[config.mk]
export PLATFORM = sky130hd
export DESIGN_NAME = sipo_align
export DESIGN_NICKNAME = d
export VERILOG_FILES = /design/src/rtl/sipo_align.sv
export SDC_FILE = /design/constraint.sdc
export NUM_CORES = 1
export LEC_CHECK = 0
export ABC_CLOCK_PERIOD_IN_PS = 2400
export CORE_MARGIN = 10
export CORE_UTILIZATION = 32
export CTS_CLUSTER_DIAMETER = 100
export DETAILED_ROUTE_END_ITERATION = 12
export HOLD_SLACK_MARGIN = 0.06
export SLEW_MARGIN = 20
export SYNTH_ARGS = -nofsm -noshare
export SYNTH_HDL_FRONTEND = slang
export SYNTH_SLANG_ARGS = --single-unit
[constraint.sdc]
create_clock -name sclk -period 2.4 [get_ports sclk]
set_input_delay 0.24 -clock sclk [delete_from_list [all_inputs] [get_ports sclk]]
set_output_delay 0.24 -clock sclk [all_outputs]
set_load 0.01 [all_outputs]
[src/rtl/sipo_align.sv]
// sipo_align: serial-to-parallel deserializer with sync-word alignment.
// Bits arrive on i_rxp at the recovered serial clock sclk. A free-running
// divider marks word boundaries and produces a 50% duty parallel clock.
// In SEARCH, the word phase snaps to wherever SYNC_WORD is seen; VERIFY
// then confirms LOCK_COUNT consecutive sync words before LOCKED is reported.
module sipo_align #(
  parameter int                PWIDTH     = 20,
  parameter logic [PWIDTH-1:0] SYNC_WORD  = 20'h0F83E,
  parameter int                LOCK_COUNT = 4,
  parameter bit                MSB_FIRST  = 1'b1,
  parameter int                CNTW       = 8
) (
  input  logic              sclk,
  input  logic              i_rst,
  input  logic              i_slock,
  input  logic              i_realign,
  input  logic              i_rxp,
  output logic              o_pclk,
  output logic [PWIDTH-1:0] o_pdata,
  output logic              o_pvalid,
  output logic              o_plock,
  output logic [CNTW-1:0]   o_realign_cnt
);

  localparam int DW = $clog2(PWIDTH);
  localparam logic [DW-1:0] DIV_LAST = DW'(PWIDTH - 1);
  localparam logic [DW-1:0] DIV_HALF = DW'(PWIDTH / 2);
  localparam logic [3:0]    LOCK_CNT = 4'(LOCK_COUNT);

  typedef enum logic [1:0] {
    S_SEARCH = 2'd0,
    S_VERIFY = 2'd1,
    S_LOCKED = 2'd2
  } state_t;

  state_t              state_q, state_d;
  logic [PWIDTH-1:0]   sr_q, sr_d;
  logic [DW-1:0]       divp_q, divp_d;
  logic [3:0]          vcnt_q, vcnt_d;
  logic [PWIDTH-1:0]   pdata_q, pdata_d;
  logic                pvalid_q, pvalid_d;
  logic                pclk_q, pclk_d;
  logic                plock_q, plock_d;
  logic [CNTW-1:0]     rcnt_q, rcnt_d;

  logic                capture;
  logic                sync_hit;
  logic                realign_req;
  logic [CNTW-1:0]     rcnt_inc;

  assign capture     = (divp_q == DIV_LAST);
  assign sync_hit    = (sr_q == SYNC_WORD);
  assign realign_req = !i_slock || i_realign;
  // Loss counter sticks at all-ones rather than wrapping.
  assign rcnt_inc    = (rcnt_q == {CNTW{1'b1}}) ? rcnt_q : rcnt_q + 1'b1;

  // Shift register input: bit order selects which end the new bit enters.
  always_comb begin
    if (MSB_FIRST) begin
      sr_d = {sr_q[PWIDTH-2:0], i_rxp};
    end else begin
      sr_d = {i_rxp, sr_q[PWIDTH-1:1]};
    end
  end

  // Next-state: divider, word capture, alignment FSM, loss counter, pclk.
  always_comb begin
    state_d  = state_q;
    vcnt_d   = vcnt_q;
    plock_d  = plock_q;
    rcnt_d   = rcnt_q;
    pdata_d  = pdata_q;
    pvalid_d = 1'b0;
    divp_d   = capture ? '0 : divp_q + 1'b1;

    // Word capture runs in every state so the consumer always sees words.
    if (capture) begin
      pdata_d  = sr_q;
      pvalid_d = 1'b1;
    end

    case (state_q)
      S_SEARCH: begin
        plock_d = 1'b0;
        // A sync hit re-phases the divider so this edge becomes a boundary.
        if (!realign_req && sync_hit) begin
          divp_d   = '0;
          pdata_d  = sr_q;
          pvalid_d = 1'b1;
          vcnt_d   = 4'd1;
          if (LOCK_COUNT == 1) begin
            state_d = S_LOCKED;
            plock_d = 1'b1;
          end else begin
            state_d = S_VERIFY;
          end
        end
      end
      S_VERIFY: begin
        if (realign_req) begin
          state_d = S_SEARCH;
          plock_d = 1'b0;
          vcnt_d  = 4'd0;
          rcnt_d  = rcnt_inc;
        end else if (capture) begin
          if (sync_hit) begin
            vcnt_d = vcnt_q + 4'd1;
            if (vcnt_q + 4'd1 == LOCK_CNT) begin
              state_d = S_LOCKED;
              plock_d = 1'b1;
            end
          end else begin
            state_d = S_SEARCH;
            vcnt_d  = 4'd0;
            rcnt_d  = rcnt_inc;
          end
        end
      end
      S_LOCKED: begin
        if (realign_req) begin
          state_d = S_SEARCH;
          plock_d = 1'b0;
          vcnt_d  = 4'd0;
          rcnt_d  = rcnt_inc;
        end else begin
          plock_d = 1'b1;
        end
      end
      default: begin
        state_d = S_SEARCH;
        plock_d = 1'b0;
        vcnt_d  = 4'd0;
      end
    endcase

    // pclk follows the divider value being loaded, so a forced re-phase
    // also pulls pclk low at the new word boundary.
    pclk_d = pclk_q;
    if (divp_d == '0) begin
      pclk_d = 1'b0;
    end else if (divp_d == DIV_HALF) begin
      pclk_d = 1'b1;
    end
  end

  // State and datapath registers with asynchronous reset.
  always_ff @(posedge sclk or posedge i_rst) begin
    if (i_rst) begin
      state_q  <= S_SEARCH;
      sr_q     <= '0;
      divp_q   <= '0;
      vcnt_q   <= 4'd0;
      pdata_q  <= '0;
      pvalid_q <= 1'b0;
      pclk_q   <= 1'b0;
      plock_q  <= 1'b0;
      rcnt_q   <= '0;
    end else begin
      state_q  <= state_d;
      sr_q     <= sr_d;
      divp_q   <= divp_d;
      vcnt_q   <= vcnt_d;
      pdata_q  <= pdata_d;
      pvalid_q <= pvalid_d;
      pclk_q   <= pclk_d;
      plock_q  <= plock_d;
      rcnt_q   <= rcnt_d;
    end
  end

  assign o_pclk        = pclk_q;
  assign o_pdata       = pdata_q;
  assign o_pvalid      = pvalid_q;
  assign o_plock       = plock_q;
  assign o_realign_cnt = rcnt_q;

endmodule

# == Word level (Yosys, flattened, before mapping) ==
# Cells that the tools add are included.
# word_totals
register_bits,62
latchBits,0
ram_bits,0
romBits,0
input_bits,5
out_inout_bits,31
elab_cells,74
n_memories,0
# classes
n_addsub,3
multipliers,0
div_mod_pow,0
magnitude_cmp,0
n_eq_ne,14
shifts,0
muxes,36
bitwise_logic,0
n_reduce_logical,12
# ops
operator,n
20-bit 2-to-1 mux,3
8-bit 2-to-1 mux,5
20-bit by 16-bit == test with 1-bit output (second input constant),1
4-bit 2-to-1 mux,5
8-bit case mux with 2 select lines,1
5-bit 2-to-1 mux,3
2-bit 2-to-1 mux,6
3-bit inequality test (second input constant),4
4-bit case mux with 3 select lines,1
1-bit 2-to-1 mux,10
8-bit by 1-bit adder with 8-bit output (second input constant),1
8-bit == test (second input constant),1
4-bit AND reduction,2
2-bit case mux with 3 select lines,1
3-bit AND reduction,2
5-bit by 1-bit adder with 5-bit output (second input constant),1
5-bit by 4-bit == test with 1-bit output (second input constant),1
5-bit == test (second input constant),1
5-bit zero test,1
4-bit by 1-bit adder with 4-bit output (second input constant),1
4-bit by 3-bit == test with 1-bit output (second input constant),1
2-bit inequality test (second input constant),2
4-bit inequality test (second input constant),1
2-bit nonzero test,2
other kinds (7),8

# == Longest topological paths before layout ==
# Gate-level depths: netlist of run 1.
# logic_depth
depth_word,9
depth_mapped,8
ltp_nobuf,7

# == Least setup slack after synthesis of run 1 ==
# OpenSTA, ideal clock, no wires.
# synth_timing
path_kind,register to register
from,reg sr_q[6]
to,"reg pdata_q[11], in the netlist o_pdata[11]"
setup_time_ps,125
t_arrival_ps,1735
required_time_ps,2275
path_slack_ps,540
path_stages_with_launch,7
n_path_buf,1
synth_period_minus_slack_ps,1860
path_cell_list,dfrtp_1 -> nor4_1 -> and3_4 -> nand3_4 -> o21ai_4 -> buf_6 -> mux2_2
# synth_between
elab_chain_cells,4
# synth_rtl
element,line,source
start: declaration,37,"logic [PWIDTH-1:0] sr_q, sr_d;"
start signal: assignment,160,sr_q <= sr_d;
20-bit by 16-bit == test with 1-bit output,52,assign sync_hit = (sr_q == SYNC_WORD);
1-bit logical AND,86,if (!realign_req && sync_hit) begin
20-bit 2-to-1 mux,86,
20-bit 2-to-1 mux,82,case (state_q)
named net pdata_d[11],40,"logic [PWIDTH-1:0] pdata_q, pdata_d;"
end signal: assignment,163,pdata_q <= pdata_d;
end: declaration,40,
# The timed path passes the listed nets, and every way through them passes these cells.
# A chain may end at the register's enable or synchronous reset.

# == Worst setup path after layout of run 1 ==
# layout_timing
from,reg sr_q[7]
to,"reg pdata_q[12], in the netlist o_pdata[12]"
# Same word-level chain as after synthesis.

==> impl_metrics.csv, run 1 <==
group,metric,value,unit
power,vdd_ir_drop_max,0.000291,V
global_route,grt_util_met3,3.71,%
logic_synthesis,postSynthNetCount,205,
logic_synthesis,synth_seq_cells,62,
worst_setup_path,worstPathRequired,2.62,ns
cells_and_area,fraction_of_layout_cells_with_a_size_suffix_above_1,19.0,%
placement,post-dp-hpwl,3440,um
clock_tree,clockBufferDepth,2,
sta,final-setup-viol-count,0,
placement,gp_routability_congestion,0.790,
floorplanning,placement_row_count,32,
worst_setup_path,setup.worst_path.start,"sr_q[7]",
floorplanning,die-area,12200,um2
drt,postRouteWirelength,4850,um
placement,buffers_added_on_ports,35,
clock_tree,clockRootBuffer,"clkbuf_8",
clock_tree,path_clk_slew,0.07,ns
worst_setup_path,critPathCaptureType,"register",
sta,setup_tns,0,ns
worst_setup_path,criticalPathCategory,"reg -> reg",
clock_tree,cts.sink_count,62,
sta,fmaxAchievable,0.478,GHz
floorplanning,die_height,110,um
sta,timing_hold_violations_final,0,
logic_synthesis,syn_area_per_cell,13.5,um2
drt,drc_errors,0,
placement,place_ws,0.281,ns
run,cap_viol_max_count,0,
logic_synthesis,syn_area,2610,um2
logic_synthesis,synth_top_area_share,59.4,%
cells_and_area,layout.cells.most_common_list,"62 x dfrtp_1, 35 x clkdlybuf4s50_1, 20 x mux2_2",
outcome,status,"completed",
sta,report.final.slew_viol_count,0,
logic_synthesis,leading_area_contributor_after_synthesis,"dfrtp_1",
floorplanning,die_w,110,um
placement,post_dp_cell_area,3100,um2
clock_tree,ctsHoldBuffers,0,
sta,fin_worst_skew,0.00990,ns
cells_and_area,design_area,3320,um2
clock_tree,tritoncts_clock_tree,"built",
logic_synthesis,leading_cell_types_by_total_area_after_synthesis,"dfrtp_1 59%, mux2_2 8.6%, ha_1 3.4%, xnor2_1 3.4%, nand3_1 1.5%",
drt,drtIter0Drc,41,
logic_synthesis,synthesis.yosys.warnings,0,
clock_tree,h-tree-depth,3,
clock_tree,clock_latency,0.34,ns
cells_and_area,multiInputGateArea,983,um2
cells_and_area,diodes,0,
clock_tree,cts-resized-gates,0,
logic_synthesis,synthCells,193,
global_route,use_met2,13.2,%
global_route,first_pass_grt_wire_length,8150,um
cells_and_area,nets,250,
global_route,first_global_vias,1625,
power,leakage,1.41,nW
clock_tree,cts-buffers-inserted,9,
cells_and_area,fillers,768,
drt,drt_pass1_iterations,4,
sta,worst_slew_margin_rel,70.1,%
logic_synthesis,synth-edff-count,0,
floorplanning,initial_utilization,33.3,%
clock_tree,post_cts_buffers,0,
worst_setup_path,r2r-start,"sr_q[7]",
drt,route.vias.total,1595,
global_route,grt_remaining_overflow,0,
global_route,grt_most_used_layer,"met2",
cells_and_area,final-seq-area,1550,um2
logic_synthesis,async_flop_share,100,%
global_route,grt_start_max_net_pins,63,
cells_and_area,area_growth,27.2,%
worst_setup_path,path_max_fanout,23,
worst_setup_path,critical_path.reg2reg.endpoint,"o_pdata[12]",
worst_setup_path,critPathCapture,"o_pdata[12]",
logic_synthesis,seq_area_frac_synth,59.4,%
sta,period_share,87.2,%
sta,timing.hold.ws,0.271,ns
cells_and_area,post-route-util,42.3,%
global_route,global_route_track_usage_on_met1,10.2,%
cells_and_area,layout.cells.most_common,"dfrtp_1",
worst_setup_path,critical_path.startpoint_type,"register",
power,cellPowerDensity,759,nW/um2
floorplanning,core_area,7850,um2
drt,vias_per_cell,4.64,
worst_setup_path,timing.reg2reg.setup_slack,0.31,ns
drt,ant_nets,0,
sta,rsz_0062_raised_after_global_routing,"false",
drt,average_wire_per_standard_cell,14.1,um
sta,tightestPinTransition,0.445,ns
worst_setup_path,critical_path_arrival,2.31,ns
logic_synthesis,number_of_unique_standard_cell_types_used_by_synthesis,43,
global_route,grt_antenna_before_repair,0,
worst_setup_path,rr_worst_depth,6,
sta,min_period,2.09,ns
floorplanning,io_pins,36,
min_path,hold_path.class,"in -> async",
global_route,gr-usage-all-layers,8.68,%
logic_synthesis,ys_dominant_reg_cell,"dfrtp_1",
sta,worst_slack,0.306,ns
-- stage by stage --
step	instances	total power, W
after floorplan	193	0.00135
after global placement	329	0.00153
after detailed placement	329	0.00154
after CTS	344	0.00257
after global routing	344	0.00264
final	344	0.00252
-- layout make-up --
type	count	share of cell area, %
flip-flops and latches	62	46.7
multi-input cells	117	29.6
repair buffers	38	12.0
clock buffers	12	4.67
well taps	102	3.84
clock inverters	3	2.03
inverters	10	1.13
-- worst max-delay path, stage by stage (launching register included) --
cell	delay, ns
dfrtp_1	0.41
nor4_1	0.44
and3_4	0.31
nand3_4	0.11
o21ai_4	0.16
buf_12	0.19
mux2_2	0.35
-- routing by layer --
layer	up-vias	share of wire, %
met5	-	0
met4	0	2.0
met3	10	5.3
met2	24	48
met1	783	45
li1	778	-
-- how the worst min path moves through the flow --
stage	startpoint	end	slack (ns)	depth (start not counted)
6_report	i_rst	o_pclk	0.27	3
5_1_grt	i_rst	sr_q[0]	0.31	3
4_1_cts	i_rst	o_realign_cnt[4]	0.28	3
3_5_place_dp	sr_q[2]	sr_q[3]	0.38	0
3_3_place_gp	sr_q[1]	sr_q[2]	0.38	0
2_1_floorplan	i_rxp	sr_q[0]	0.27	0
-- state kept, by name (all words and copies together) (netlist names) --
name and flops:
o_plock 1, state_q 2, o_pvalid 1, divp_q 5, o_realign_cnt 8, vcnt_q 4, o_pclk 1, sr_q 20
o_pdata 20
-- Yosys cell counts (2+ instances only) --
| master | n |
|---|---|
| dfrtp_1 | 62 |
| mux2_2 | 20 |
| inv_1 | 10 |
| xnor2_1 | 10 |
| nand2_1 | 8 |
| nand3_1 | 8 |
| ha_1 | 7 |
| nor2_1 | 7 |
| o21ai_0 | 5 |
| a21oi_1 | 3 |
| and3_1 | 3 |
| and4b_1 | 3 |
| buf_6 | 3 |
| mux2i_1 | 3 |
| nand4_1 | 3 |
| o31a_1 | 3 |
| a211oi_1 | 2 |
| mux2_1 | 2 |
| nand3_4 | 2 |
| nor2b_1 | 2 |
| nor4_1 | 2 |
| nor4b_1 | 2 |
| o22a_1 | 2 |
| xor2_1 | 2 |
-- cell families (layout without fill, tap and decap cells) --
| group | count (synthesis) | in the layout | share of synthesized area, % |
|---|---|---|---|
| buffers and inverters | 14 | 63 | 2.92 |
| AO/OA/AOI/OAI | 22 | 22 | 6.18 |
| XOR/XNOR | 12 | 12 | 4.02 |
| adder cells (fa/ha/maj) | 7 | 7 | 3.35 |
| multiplexers | 25 | 25 | 10.6 |
| flip-flops | 62 | 62 | 59.4 |
| AND/OR/NAND/NOR | 51 | 51 | 13.5 |
-- where the power goes --
part	switching [W]	internal, W
registers	0.0000795	0.00113
clock network	0.000377	0.000636
logic	0.000124	0.000177
Note: power is estimated with default switching activity, not from simulation.
==> run 2: changes to the inputs <==
--- a/config.mk
+++ b/config.mk
@@ -10,6 +10,7 @@
 export CORE_UTILIZATION = 32
 export CTS_CLUSTER_DIAMETER = 100
 export DETAILED_ROUTE_END_ITERATION = 12
+export GPL_TIMING_DRIVEN = 1
 export HOLD_SLACK_MARGIN = 0.06
 export SLEW_MARGIN = 20
 export SYNTH_ARGS = -nofsm -noshare
==> results of run 2 <==
No change in the layout: final DEF, timing and power equal those of run 1.
